### src/rtl/wave_amplifier_if.sv
// ----------------------------------------------------------------------------
// wave_amplifier_if
// Handshake and data bundle for the wave_amplifier gain stage.
//   start   : request, sampled only while the stage is idle
//   inwave  : 16-bit unsigned sample, captured with start
//   n       : 3-bit left-shift amount, captured with start
//   busy    : high while the shift is in progress
//   done    : one-cycle pulse, outwave/ovf valid
//   outwave : amplified sample, held until the next result
//   ovf     : a '1' bit was shifted past bit 15
// master drives the request side; slave is the amplifier.
// ----------------------------------------------------------------------------
interface wave_amplifier_if;
   logic        start;
   logic [15:0] inwave;
   logic [2:0]  n;
   logic        busy;
   logic        done;
   logic [15:0] outwave;
   logic        ovf;

   modport master (output start, inwave, n,
                   input  busy, done, outwave, ovf);
   modport slave  (input  start, inwave, n,
                   output busy, done, outwave, ovf);
endinterface

### src/rtl/wave_amplifier.sv
// ----------------------------------------------------------------------------
// wave_amplifier
// Sequential left-shift gain stage: outwave = inwave * 2^n, n = 0..7, one bit
// per clock. Inverse of the right-shift attenuator in the waveform path.
// Ports:
//   clk   : system clock, rising edge
//   rst_n : asynchronous active-low reset
//   wa    : wave_amplifier_if.slave (start/inwave/n in, busy/done/outwave/ovf out)
// Build option:
//   SATURATE_EN : when defined, an overflowed result is clamped to 16'hFFFF;
//                 otherwise the low 16 bits are returned (wrap-around).
//                 ovf reports lost bits in both builds.
// Timing: capture edge k, shift edges k+1..k+n, result edge k+n+1,
//         next acceptance no earlier than k+n+2.
// ----------------------------------------------------------------------------
module wave_amplifier (
   input  logic              clk,
   input  logic              rst_n,
   wave_amplifier_if.slave   wa
);

   localparam logic [0:0] IDLE  = 1'b0;
   localparam logic [0:0] SHIFT = 1'b1;

   logic [0:0]  state;
   logic [15:0] acc;
   logic [2:0]  cnt;
   logic        lost;
   logic [15:0] outwave_q;
   logic        ovf_q;
   logic        done_q;

   always_ff @(posedge clk or negedge rst_n) begin
      if (!rst_n) begin
         state     <= IDLE;
         acc       <= 16'h0000;
         cnt       <= 3'd0;
         lost      <= 1'b0;
         outwave_q <= 16'h0000;
         ovf_q     <= 1'b0;
         done_q    <= 1'b0;
      end else begin
         done_q <= 1'b0;
         case (state)
            IDLE: begin
               if (wa.start) begin
                  acc   <= wa.inwave;
                  cnt   <= wa.n;
                  lost  <= 1'b0;
                  state <= SHIFT;
               end
            end
            SHIFT: begin
               if (cnt != 3'd0) begin
                  // bit 15 leaves the register on this shift
                  lost <= lost | acc[15];
                  acc  <= {acc[14:0], 1'b0};
                  cnt  <= cnt - 3'd1;
               end else begin
`ifdef SATURATE_EN
                  outwave_q <= lost ? 16'hFFFF : acc;
`else
                  outwave_q <= acc;
`endif
                  ovf_q  <= lost;
                  done_q <= 1'b1;
                  state  <= IDLE;
               end
            end
            default: state <= IDLE;
         endcase
      end
   end

   assign wa.busy    = (state == SHIFT);
   assign wa.done    = done_q;
   assign wa.outwave = outwave_q;
   assign wa.ovf     = ovf_q;

endmodule

### src/flat_wrapper.sv
// flat-port wrapper written by rule: the top's interface ports become plain ports
module wave_amplifier_flat 
  (clk, rst_n, wa_start, wa_inwave, wa_n, wa_busy, wa_done, wa_outwave, wa_ovf);
  wave_amplifier_if wa_i ();
  input  logic clk;
  input  logic rst_n;
  input wire logic [$bits(wa_i.start)-1:0] wa_start;
  input wire logic [$bits(wa_i.inwave)-1:0] wa_inwave;
  input wire logic [$bits(wa_i.n)-1:0] wa_n;
  output wire logic [$bits(wa_i.busy)-1:0] wa_busy;
  output wire logic [$bits(wa_i.done)-1:0] wa_done;
  output wire logic [$bits(wa_i.outwave)-1:0] wa_outwave;
  output wire logic [$bits(wa_i.ovf)-1:0] wa_ovf;
  assign wa_i.start = wa_start;
  assign wa_i.inwave = wa_inwave;
  assign wa_i.n = wa_n;
  assign wa_busy = wa_i.busy;
  assign wa_done = wa_i.done;
  assign wa_outwave = wa_i.outwave;
  assign wa_ovf = wa_i.ovf;
  wave_amplifier u_core (.clk(clk), .rst_n(rst_n), .wa(wa_i));
endmodule
### config.mk
export PLATFORM = sky130hd
export DESIGN_NAME = wave_amplifier_flat
export DESIGN_NICKNAME = d
export VERILOG_FILES = /design/src/rtl/wave_amplifier_if.sv /design/src/rtl/wave_amplifier.sv /design/src/flat_wrapper.sv
export SDC_FILE = /design/constraint.sdc
export NUM_CORES = 1
export LEC_CHECK = 0
export BUFFER_PORTS_ARGS = -buffer_cell sky130_fd_sc_hd__buf_4
export CAP_MARGIN = 20
export CORE_UTILIZATION = 40
export CTS_BUF_LIST = sky130_fd_sc_hd__clkbuf_4
export DETAILED_ROUTE_END_ITERATION = 16
export PLACE_DENSITY = 0.6
export SETUP_SLACK_MARGIN = 0.02
export SYNTH_ARGS = -nofsm -noshare
export SYNTH_HDL_FRONTEND = slang
export SYNTH_SLANG_ARGS = --single-unit
### constraint.sdc
create_clock -name clk -period 4.13 [get_ports clk]
set_input_delay 0.826 -clock clk [delete_from_list [all_inputs] [get_ports clk]]
set_output_delay 0.826 -clock clk [all_outputs]
set_load 0.02 [all_outputs]
==> results of run 1 <==
worst paths after layout:
path                                      start                   end  slack [ps]  cells past startpoint
max                              u_core.wa.busy               wa_busy        1700                      1
min                                       rst_n         u_core.cnt[0]         420                      1
max reg2reg                      u_core.wa.busy         u_core.cnt[1]        2050                      4
min reg2reg                u_core.wa.outwave[8]  u_core.wa.outwave[8]         490                      2
max in group asynchronous                 rst_n        u_core.acc[12]        3340                      1
min in group clk           u_core.wa.outwave[8]  u_core.wa.outwave[8]         490                      2
layout by cell type (no fill, tap or decap), types with 2 or more instances in the layout:
cell type / synthesis / layout
inv_1: 3 / 3
a21oi_1: 3 / 3
clkbuf_4: 0 / 6
nand2_1: 67 / 67
mux2i_1: 2 / 2
dfrtp_1: 39 / 39
nor2_1: 3 / 3
o21ai_1: 16 / 16
a32oi_1: 15 / 15
ha_1: 2 / 2
buf_4: 4 / 40
state kept, by name, indices dropped and copies added, names as in the netlist:
register	flops
u_core.cnt	3
u_core.lost	1
u_core.wa.busy	1
u_core.acc	16
u_core.wa.ovf	1
u_core.wa.outwave	16
u_core.wa.done	1
metal layers:
layer | vias to the layer above | GRT usage [%] | routed length [µm]
li1 | 664 | - | -
met1 | 625 | 22.72 | 1676
met2 | 36 | 31.19 | 1767
met3 | 7 | 4.392 | 178
met4 | 0 | 7.813 | 68
met5 | - | 0 | 0
where the power goes:
| part | internal [µW] | leakage (µW) | switching (µW) |
|---|---|---|---|
| Sequential | 526 | 0.000503 | 112 |
| Combinational | 241 | 0.000558 | 315 |
| Clock | 72.4 | 0.0000317 | 129 |
| Total | 839 | 0.00109 | 556 |
logic make-up after synthesis:
kind of cell / after synthesis / synth area share, %
AO/OA/AOI/OAI: 38 / 14.60
XOR/XNOR: 1 / 0.5059
adder cells (fa/ha/maj): 2 / 1.445
buffers and inverters: 16 / 6.430
flip-flops: 39 / 56.36
multiplexers: 3 / 2.023
AND/OR/NAND/NOR: 76 / 18.64
layout make-up:
type                       instances  area share [%]
sequential                        39           47.42
multi-input combinational        120           31.31
timing repair buffer              40           14.59
tap                               50           3.040
clock buffer                       6           2.188
inverter                           4          0.8511
clock inverter                     2          0.6079
metrics by stage:
stage | setup WS (ps) | util (%) | cell area (µm²)
after floorplan | 2552 | - | 1732
after global placement | 2056 | 48.96 | 2001
after detailed placement | 2043 | 48.96 | 2001
after CTS | 1686 | 50.37 | 2058
after global routing | 1622 | 50.37 | 2058
final | 1696 | 50.37 | 2058
==> impl.org, run 1 <==
** Timing
- Setup repair after global routing left no endpoint under its margin.
- The clock arrives with 14.54 ps of skew.
- The number of endpoints with negative hold slack in the final report came to 0.
- The worst path in the final design needs a cycle of ~2400 ps, including I/O delays and setup.
- Worst hold-check slack :: ~420 ps
- Tightest slew margin relative to the limit :: between 30% and 40%
- Final setup violation count :: 0
- The worst path uses 58.93% of the clock period.
- At the pin with the least slew margin, the transition time is approximately 950 ps.
- Based on the critical path, the design can be clocked at up to roughly 0.41 GHz.
- The max-slew violation count was 0.
- In the final timing run, aggregate negative setup slack is 0 ps.

** Floorplanning
- Die ar. :: around 4600 µm²
- From left edge to right edge, the die measures just under 70 µm.
- Number of top-level pins :: 41
- Die outline height :: just under 70 µm
- The core region is 4086 µm².
- Count of standard-cell rows :: 23
- The initial utilization of the core area, before any placement, comes to 42.38%.

** Detailed routing
- Pre-Repair DR Iteration Count :: 4
- After detailed routing, the average wire length per cell comes to between 10 and 15 µm.
- For this block, the via count after detailed routing is between 1000 and 1500.
- Final wirelength :: between 3000 and 4000 µm
- DRC violations left :: 0
- Number of DRC violations after detailed-routing iteration 0 :: 71
- Via density :: 5.103
- Antenna Nets Post-Route :: 0

** Layout
- Number of antenna repair diodes :: 0
- The post-route netlist has about a quarter of its cells at a drive strength greater than 1.
- The filler cells instantiated in the layout total approximately 420.
- Post-layout net count :: 234
- The multi-input combinational cells in the finished layout cover a total of ~640 µm².
- Registers take about 980 µm².
- Post-layout instance count excluding filler cells :: about 260
- Signed area change from the synthesized netlist to the final layout :: 18.86%

** Power and ir drop
- Total Power Consumption :: about 1400 µW
- Leak pwr :: roughly 0.0011 µW
- Worst IR Drop VDD :: ~0.27 mV
- Dividing total power by cell area gives a power density of between 600 and 700 nW/µm².

** Yosys
- The commonest cells after synthesis are 67 x nand2_1, 39 x dfrtp_1, 16 x o21ai_1.
- The synthesized design spends more area on one cell type than any other, namely dfrtp_1.
- The synthesized design contains 0 enable-type register cells.
- During synthesis, Yosys emitted a total of 0 warnings.
- For this run, the leading register cell type out of synthesis is dfrtp_1.
- After synthesis, flip-flops and latches occupy 56.36% of the total area.
- Unique masters post-synth :: 26
- Leading cell types by total area after synthesis :: dfrtp_1 56%, nand2_1 15%, a32oi_1 7.6%, o21ai_1 4.6%, buf_6 2.6%
- After synthesis, the share of flip-flops with an asynchronous set or reset is 100.0%.
- Synthesis handed over a netlist of around 180 instances.
- Area share of the largest cell type after synthesis :: between 50% and 60%
- Post-synthesis area per instance :: about 9.9 µm²
- In this run the cell area of the synthesized design comes to between 1500 and 2000 µm².
- In the post-synthesis netlist, the cell with the most instances is nand2_1.
- Net count after synthesis :: ~200
- In this run, synthesis produced a sequential element count of 39.

** Clock network
- Clock-pin slew was measured on the worst setup and hold paths at 120 ps.
- Number of clock sinks :: 39
- No sink is reached through more buffers than the 2 on the longest clock path.
- Number of post-CTS setup repair buffers :: 0
- The clock tree synthesis step divided the H-tree into 2 levels.
- Clock tree root buffer cell :: clkbuf_4
- TritonCTS clock tree :: done
- Total clock buffers created by CTS :: 5
- Worst-skew pair later-pin latency :: about 350 ps
- After clock tree synthesis, the repair step resized 0 gates.
- For this design, the CTS-stage hold fixing added 0 buffers.

** Place
- Port-buffer cells :: 40
- The number of placed instances, taps included, is around 250.
- GP Congestion :: 0.6998
- The HPWL after detailed placement is 2455 µm.

** Global route
- The first global-routing pass estimated between 6000 and 7000 µm of wire.
- Maximum number of pins on one net before global-route repair :: 40
- The number of global-route vias before repair came to between 1000 and 1500.
- Gr ovfl total :: 0
- The number of antenna violations at the first check in global routing is 0.
- Overall track demand over capacity in global routing :: a little under a fifth

** Worst setup path
- Broken down by cell family, the worst path's largest delay share belongs to flip-flops.
- The worst setup path is captured at a primary output.
- For the worst setup path, the data required time is 3300 ps.
- Biggest fanout along the worst timing path :: 26
- Worst Path Class, Setup :: flop to primary output
- Data arrival time of the critical path :: between 1500 and 2000 ps
- Together, buffers and inverters on the worst path number 1.
- On the worst path, the slowest cell contributes a delay of 980 ps.
- Critical-path top delay cell :: dfrtp_1
- The worst setup path is launched from a flop.
- Traced cell by cell, the critical path runs through buf_4.

** Status
- Result of the run :: completed

** Min path
- Classification of the worst-slack hold path :: input pin to async pin

** Job
- Maximum Capacitance Violations :: 0
Power figures use the tool's default switching activity.
==> run 2, diff against run 1 <==
Clock period 4.13 ns to 2.5 ns, I/O delays scaled along.
==> impl.org, run 2 (same netlist as run 1, synthesis figures left out) <==
** Floorplanning
- Die outline height :: 67.80 µm (unchanged)
- Core area :: 4086 µm² (unchanged)
- Count of standard-cell rows :: 23 (unchanged)
- Die ar. :: 4596 µm² (unchanged)
- Die X-Extent :: 67.80 µm (unchanged)
- The starting density of the core came to 42.38% (unchanged).
- Number of top-level pins :: 41 (unchanged)

** Worst setup path
- Data arrival time of the critical path :: 2060 ps (was 1610 ps)
- Critical path capture point type :: flop (was primary output)
- The sort of element at the start of the critical path was a flop (unchanged).
- The cell depth of the worst flop-to-flop path came to 5 (was 4).
- Worst Path Class, Setup :: flop to flop (was flop to primary output)
- Cell-by-cell trace of the critical path :: inv_1 -> ha_1 -> nand2b_1 -> xnor2_1 -> mux2_4 (was buf_4)
- Worst r2r dst :: u_core.cnt[0] (was u_core.cnt[1])
- The biggest fanout along the worst timing path was 18 (was 26).
- The launch instance of the worst register-to-register path was u_core.cnt[0] (was u_core.wa.busy).
- Required time at the endpoint of the critical path :: 2740 ps (was 3300 ps)
- The slowest cell on the critical path is nand2b_1 (was dfrtp_1).
- CP top delay family :: simple AND/OR/NAND/NOR gates (was flip-flops)
- Count of buffer and inverter cells on the critical path :: 1 (unchanged)
- Reg2Reg Setup Slack :: 680 ps (was 2050 ps)
- The largest stage delay on the critical path was 400 ps (was 980 ps).

** Timing
- The count of endpoints failing setup in the final report came to 0 (unchanged).
- The actual transition at the worst max-transition pin was 686.3 ps (was 945.7 ps).
- Tightest slew margin relative to the limit :: 54.24% (was 36.96%)
- The number of endpoints with negative hold slack in the final report is 0 (unchanged).
- Worst hold-check slack :: 114.2 ps (was 423.6 ps)
- The clock skew after layout is 10.06 ps (was 14.54 ps).
- Static timing analysis puts the maximum clock frequency at 0.5506 GHz.
- The setup TNS came to 0 ps (unchanged).
- Unrepaired setup endpoints after global routing: no (unchanged).
- Final cycle utilization of the critical path :: 72.65%
- Number of max-slew violations in the final report :: 0 (unchanged)
- The clock period could shrink to 1816 ps.

** Job
- Maximum Capacitance Violations :: 0 (unchanged)

** Clock network
- Total clock buffers created by CTS :: 5 (unchanged)
- The maximum count of clock buffers along a single path is 2 (unchanged).
- Number of clock sinks :: 39 (unchanged)
- Clock tree root buffer cell :: clkbuf_4 (unchanged)
- The post-cts sizing count came to 0 (unchanged).
- The CTS tree is done (unchanged).
- The worst-skew pair later-pin latency is 340 ps (was 350 ps).
- The number of buffers added for setup after CTS is 0 (unchanged).
- The total number of H-tree levels came to 2 (unchanged).
- The post-cts hold buffer count was 0 (unchanged).
- Reg clk slew, reported paths :: 110 ps (was 120 ps)

** Global route
- First-pass GRT wire length :: 6134 µm (was 6161 µm)
- Gr ovfl total :: 0 (unchanged)
- Maximum number of pins on one net before global-route repair :: 40 (unchanged)
- The total routing usage reported by global routing was 18.48% (was 18.59%).
- Number of antenna violations at the first check in global routing :: 0 (unchanged)
- Number of global-route vias before repair :: 1337 (was 1368)

** Detailed routing
- Antenna Nets Post-Route :: 0 (unchanged)
- Pre-Repair DR Iteration Count :: 4 (unchanged)
- The residual DRC count is 0 (unchanged).
- Total number of vias :: 1340 (was 1332)
- The per-cell routed wire length was 13.98 µm (was 14.14 µm).
- Number of DRC violations after detailed-routing iteration 0 :: 49 (was 71)
- Final wirelength :: 3677 µm (was 3691 µm)
- Via density :: 5.095 (was 5.103)

** Min path
- The worst hold-check path type was input pin to async pin (unchanged).

** Place
- Post-DP HPWL :: 2442 µm (was 2455 µm)
- The weighted congestion reported at the end of routability-driven placement was 0.7216 (was 0.6998).
- The number of I/O port buffers is 40 (unchanged).

** Layout
- The most common cell after layout, fill and taps aside is nand2_1 (unchanged).
- The ratio of cells with drive above 1 in the final layout came to 25.82% (was 25.12%).
- The fill cell instance count of the final layout was 421 (was 415).
- The net count of the finished layout is 236 (was 234).
- The area growth from synthesis to layout came to 19.73% (was 18.86%).
- Most used cells in the layout excluding fill and tap cells :: 67 x nand2_1, 42 x buf_4, 39 x dfrtp_1 (was 67 x nand2_1, 40 x buf_4, 39 x dfrtp_1)
- The number of antenna diodes is 0 (unchanged).

** Power and ir drop
- Power per standard cell area :: 1111 nW/µm² (was 678.0 nW/µm²)
- The highest ir drop seen on vdd is 0.4630 mV (was 0.2734 mV).
- The leakage power figure is 0.001102 µW (was 0.001093 µW).

** Status
- Result of the run: completed (unchanged).
==> run 2: cell count changes in the layout (fill, tap and decap cells not counted) <==
cell	change
buf_4	+2
==> run 2: area by class of cell <==
class | instances | area (µm²) | area share [%]
Clock buffer | 6 | 45.04 | 2.173
Clock inverter | 2 | 12.51 | 0.6035
Inverter | 4 | 17.52 | 0.8449
Multi-Input combinational cell | 120 | 644.4 | 31.08
Sequential cell | 39 | 975.9 | 47.07
Tap cell | 50 | 62.56 | 3.017
Timing Repair Buffer | 42 | 315.3 | 15.21
==> run 2: worst reg2reg max path, cell delays in order, from the launching register on <==
cell,delay [ps]
dfrtp_1,370
inv_1,130
ha_1,260
nand2b_1,400
xnor2_1,260
mux2_4,280
==> run 2: through the flow <==
stage	util, %	cells	worst slack [ps]	power [µW]	area, µm²
floorplan	-	175	1135	1717	1732
global placement	49.33	255	782.6	1964	2016
detailed placement	49.33	255	679.6	2004	2016
CTS	50.73	263	664.1	2335	2073
global route	50.73	263	573.9	2488	2073
finish	50.73	263	683.7	2303	2073
==> run 2: routing by layer <==
metal  wire length [µm]  vias up  GRT usage [%]
met1               1693      633          22.38
met2               1743       28          29.95
met5                  0        -              0
met4                 72        0          9.896
li1                   -      671              -
met3                168        8          4.730
==> run 2: how the worst max path moves through the flow <==
stage / startpoint / to / slack [ps] / depth (start not counted)
after floorplan: u_core.cnt[0] / u_core.cnt[0] / 1140 / 6
after global placement: u_core.cnt[0] / u_core.cnt[0] / 780 / 5
after detailed placement: u_core.cnt[0] / u_core.cnt[0] / 680 / 5
after CTS: u_core.cnt[0] / u_core.cnt[0] / 660 / 5
after global routing: u_core.cnt[0] / u_core.cnt[1] / 570 / 6
final: u_core.cnt[0] / u_core.cnt[0] / 680 / 5
==> run 2: where the power goes <==
part	total [µW]	switching [µW]	internal [µW]
sequential	1020	150	870
clock	323	204	119
combinational	960	555	405
==> run 3, diff against run 2 <==
Settings changed: PLACE_DENSITY 0.6 to 0.63.
Clock period 2.5 ns to 1.5 ns, I/O delays scaled along.
==> impl.org, run 3 (same netlist as run 1, synthesis figures left out) <==
** Detailed routing
- Final wirelength :: 3608 µm (was 3677 µm)
- Total number of vias :: 1381 (was 1340)
- The per-cell routed wire length was 13.36 µm (was 13.98 µm).
- DRC violations left :: 0 (unchanged)
- Antenna Nets Post-Route :: 0 (unchanged)
- Via density :: 5.115 (was 5.095)
- Number of DRC violations after detailed-routing iteration 0 :: 47 (was 49)
- Pre-Repair DR Iteration Count :: 4 (unchanged)

** Worst setup path
- The critical path arrival came to 1630 ps (was 2060 ps).
- The biggest fanout along the worst timing path was 10 (was 18).
- Worst setup SP type :: flop (unchanged)
- Worst Path Class, Setup :: flop to flop (unchanged)
- Critical path capture point type :: flop (unchanged)
- Critical-path top delay cell :: dfrtp_1 (was nand2b_1)
- Required time at the endpoint of the critical path :: 1730 ps (was 2740 ps)
- The largest stage delay on the critical path is 400 ps (about the same).
- Cell-by-cell trace of the critical path :: inv_1 -> ha_2 -> nand2b_1 -> buf_4 -> a32oi_1 -> nand2_1 (was inv_1 -> ha_1 -> nand2b_1 -> xnor2_1 -> mux2_4)

** Timing
- Final setup violation count :: 0 (unchanged)
- Slew at the pin closest to its max-slew limit :: 476.4 ps (was 686.3 ps)
- Clk_skew :: 6.529 ps (was 10.06 ps)
- The part of the cycle the worst path needs came to 93.26% (was 72.65%).
- The worst hold margin came to 160.9 ps (was 114.2 ps).
- Unrepaired setup endpoints after global routing: no (unchanged).
- Final critical delay including setup and external delays :: 1399 ps (was 1816 ps)
- Sum of negative setup slack :: 0 ps (unchanged)
- Tightest slew margin relative to the limit :: 68.24% (was 54.24%)
- Final count of hold timing violations :: 0 (unchanged)
- The highest clock rate came to 0.7149 GHz (was 0.5506 GHz).
- The max-slew violation count is 0 (unchanged).

** Layout
- Area occupied by registers :: 977.2 µm² (was 975.9 µm²)
- The net count of the finished layout came to 243 (was 236).
- The share of the core filled with cells in the final layout came to 52.11% (was 50.73%).
- Signed area change from the synthesized netlist to the final layout :: 22.98% (was 19.73%)
- Number of antenna repair diodes :: 0 (unchanged)
- The most common cell after layout, fill and taps aside was nand2_1 (unchanged).
- Fraction of final layout cells with drive strength greater than 1 :: 28.18% (was 25.82%)
- Multi-input combinational cell area :: 646.9 µm² (was 644.4 µm²)
- Number of filler cells placed in the layout :: 396 (was 421)
- Most used cells in the layout excluding fill and tap cells :: 67 x nand2_1, 48 x buf_4, 38 x dfrtp_1 (was 67 x nand2_1, 42 x buf_4, 39 x dfrtp_1)

** Global route
- The total routing usage reported by global routing was 17.87% (was 18.48%).
- The wire length of the first global-routing pass is 5920 µm (was 6134 µm).
- The number of global-route vias before repair came to 1320 (was 1337).
- The met2 demand-to-capacity share in global routing came to 29.08% (was 29.95%).
- The met1 track demand over resource in global routing was 22.79% (was 22.38%).
- The global route total overflow is 0 (unchanged).
- The met3 track demand over resource in global routing is 4.054% (was 4.730%).
- The number of antenna violations at the first check in global routing came to 0 (unchanged).
- The most crowded layer after global routing was met2 (unchanged).
- The pin count of the biggest net entering global routing came to 40 (unchanged).

** Clock network
- The clock transition time at the flip-flop clock pins of the worst setup and hold paths is 110 ps (about the same).
- The CTS tree was done (unchanged).
- Number of clock sinks :: 39 (unchanged)
- Clock tree buffer depth :: 2 (unchanged)
- Total clock buffers created by CTS :: 5 (unchanged)
- The worst-skew pair later-pin latency is 340 ps (about the same).
- The cell at the root of the clock tree is clkbuf_4 (unchanged).
- H-tree depth reported by CTS :: 2 (unchanged)

** Power and ir drop
- The leakage power figure is 0.001128 µW (was 0.001102 µW).
- The power per standard cell area came to 1840 nW/µm² (was 1111 nW/µm²).
- The highest ir drop seen on vdd came to 0.8325 mV (was 0.4630 mV).

** Floorplanning
- Die ar. :: 4596 µm² (unchanged)
- Die X-Extent :: 67.80 µm (unchanged)
- The number of ports placed on the die boundary came to 41 (unchanged).
- The floorplan die height came to 67.80 µm (unchanged).
- The floorplan row count came to 23 (unchanged).
- Effective utilization at floorplan :: 42.38% (unchanged)
- The placeable core region came to 4086 µm² (unchanged).

** Job
- Maximum Capacitance Violations :: 0 (unchanged)

** Min path
- Classification of the worst-slack hold path :: input pin to flop (was input pin to async pin)

** Place
- The weighted congestion reported at the end of routability-driven placement came to 0.7794 (was 0.7216).
- The post-detailed-placement half-perimeter wirelength came to 2523 µm (was 2442 µm).
- The number of I/O port buffers is 40 (unchanged).

** Status
- Result of the run :: completed (unchanged)
-- run 3: routing by layer --
metal  share of wire (%)  vias up
met5                   0        -
met4                 1.4        0
met3                 4.4        7
met2                  50       41
met1                  44      652
li1                    -      681
-- run 3: worst paths after layout --
path                                  startpoint                    end  slack, ps  depth (start not counted)
min reg2reg                u_core.wa.outwave[14]  u_core.wa.outwave[14]        490                          2
min                                 wa_inwave[5]          u_core.acc[5]        160                          3
min in group asynchronous                  rst_n  u_core.wa.outwave[12]        450                          2
max reg2reg                        u_core.cnt[1]         u_core.acc[11]        100                          6
max                                u_core.cnt[1]         u_core.acc[11]        100                          6
max in group asynchronous                  rst_n         u_core.wa.busy        690                          2
-- run 3: through the flow --
step / power [µW] / setup WS [ps] / cells / area [µm²]
2_1_floorplan: 2862 / 135.5 / 175 / 1732
3_3_place_gp: 3330 / 108.8 / 260 / 2053
3_5_place_dp: 3411 / 43.68 / 260 / 2053
4_1_cts: 3946 / 29.43 / 270 / 2125
5_1_grt: 4228 / 24.22 / 270 / 2130
6_report: 3917 / 101.2 / 270 / 2130
-- run 3: final cells by class --
| class | instances | share of cell area [%] |
|---|---|---|
| well taps | 50 | 2.938 |
| inverters | 4 | 0.9401 |
| clock buffers | 6 | 2.115 |
| repair buffers | 49 | 17.39 |
| flip-flops and latches | 39 | 45.89 |
| clock inverters | 2 | 0.3525 |
| multi-input cells | 120 | 30.38 |
-- run 3: timing repair --
action	CTS	global route
setup endpoints to repair	1	25
gates resized for setup	1	3
buffers inserted	1	0
cloned	0	0
hold endpoints to repair	39	0
hold buffers	1	0
-- run 3: worst max-delay path: cells and delay by family (launching register included) --
kind                       cells  cell delay (ps)
AOI/OAI and AO/OA              1              220
DFF                            1              400
buffers and inverters          2              280
adders and majority gates      1              220
and+or+nand+nor                2              180
-- run 3: power breakdown --
part	total, µW	internal [µW]	switching (µW)	leakage [µW]
Clock	517	192	325	0.0000307
Combinational	1680	749	936	0.000595
Sequential	1720	1450	264	0.000503
Total	3920	2390	1520	0.00113
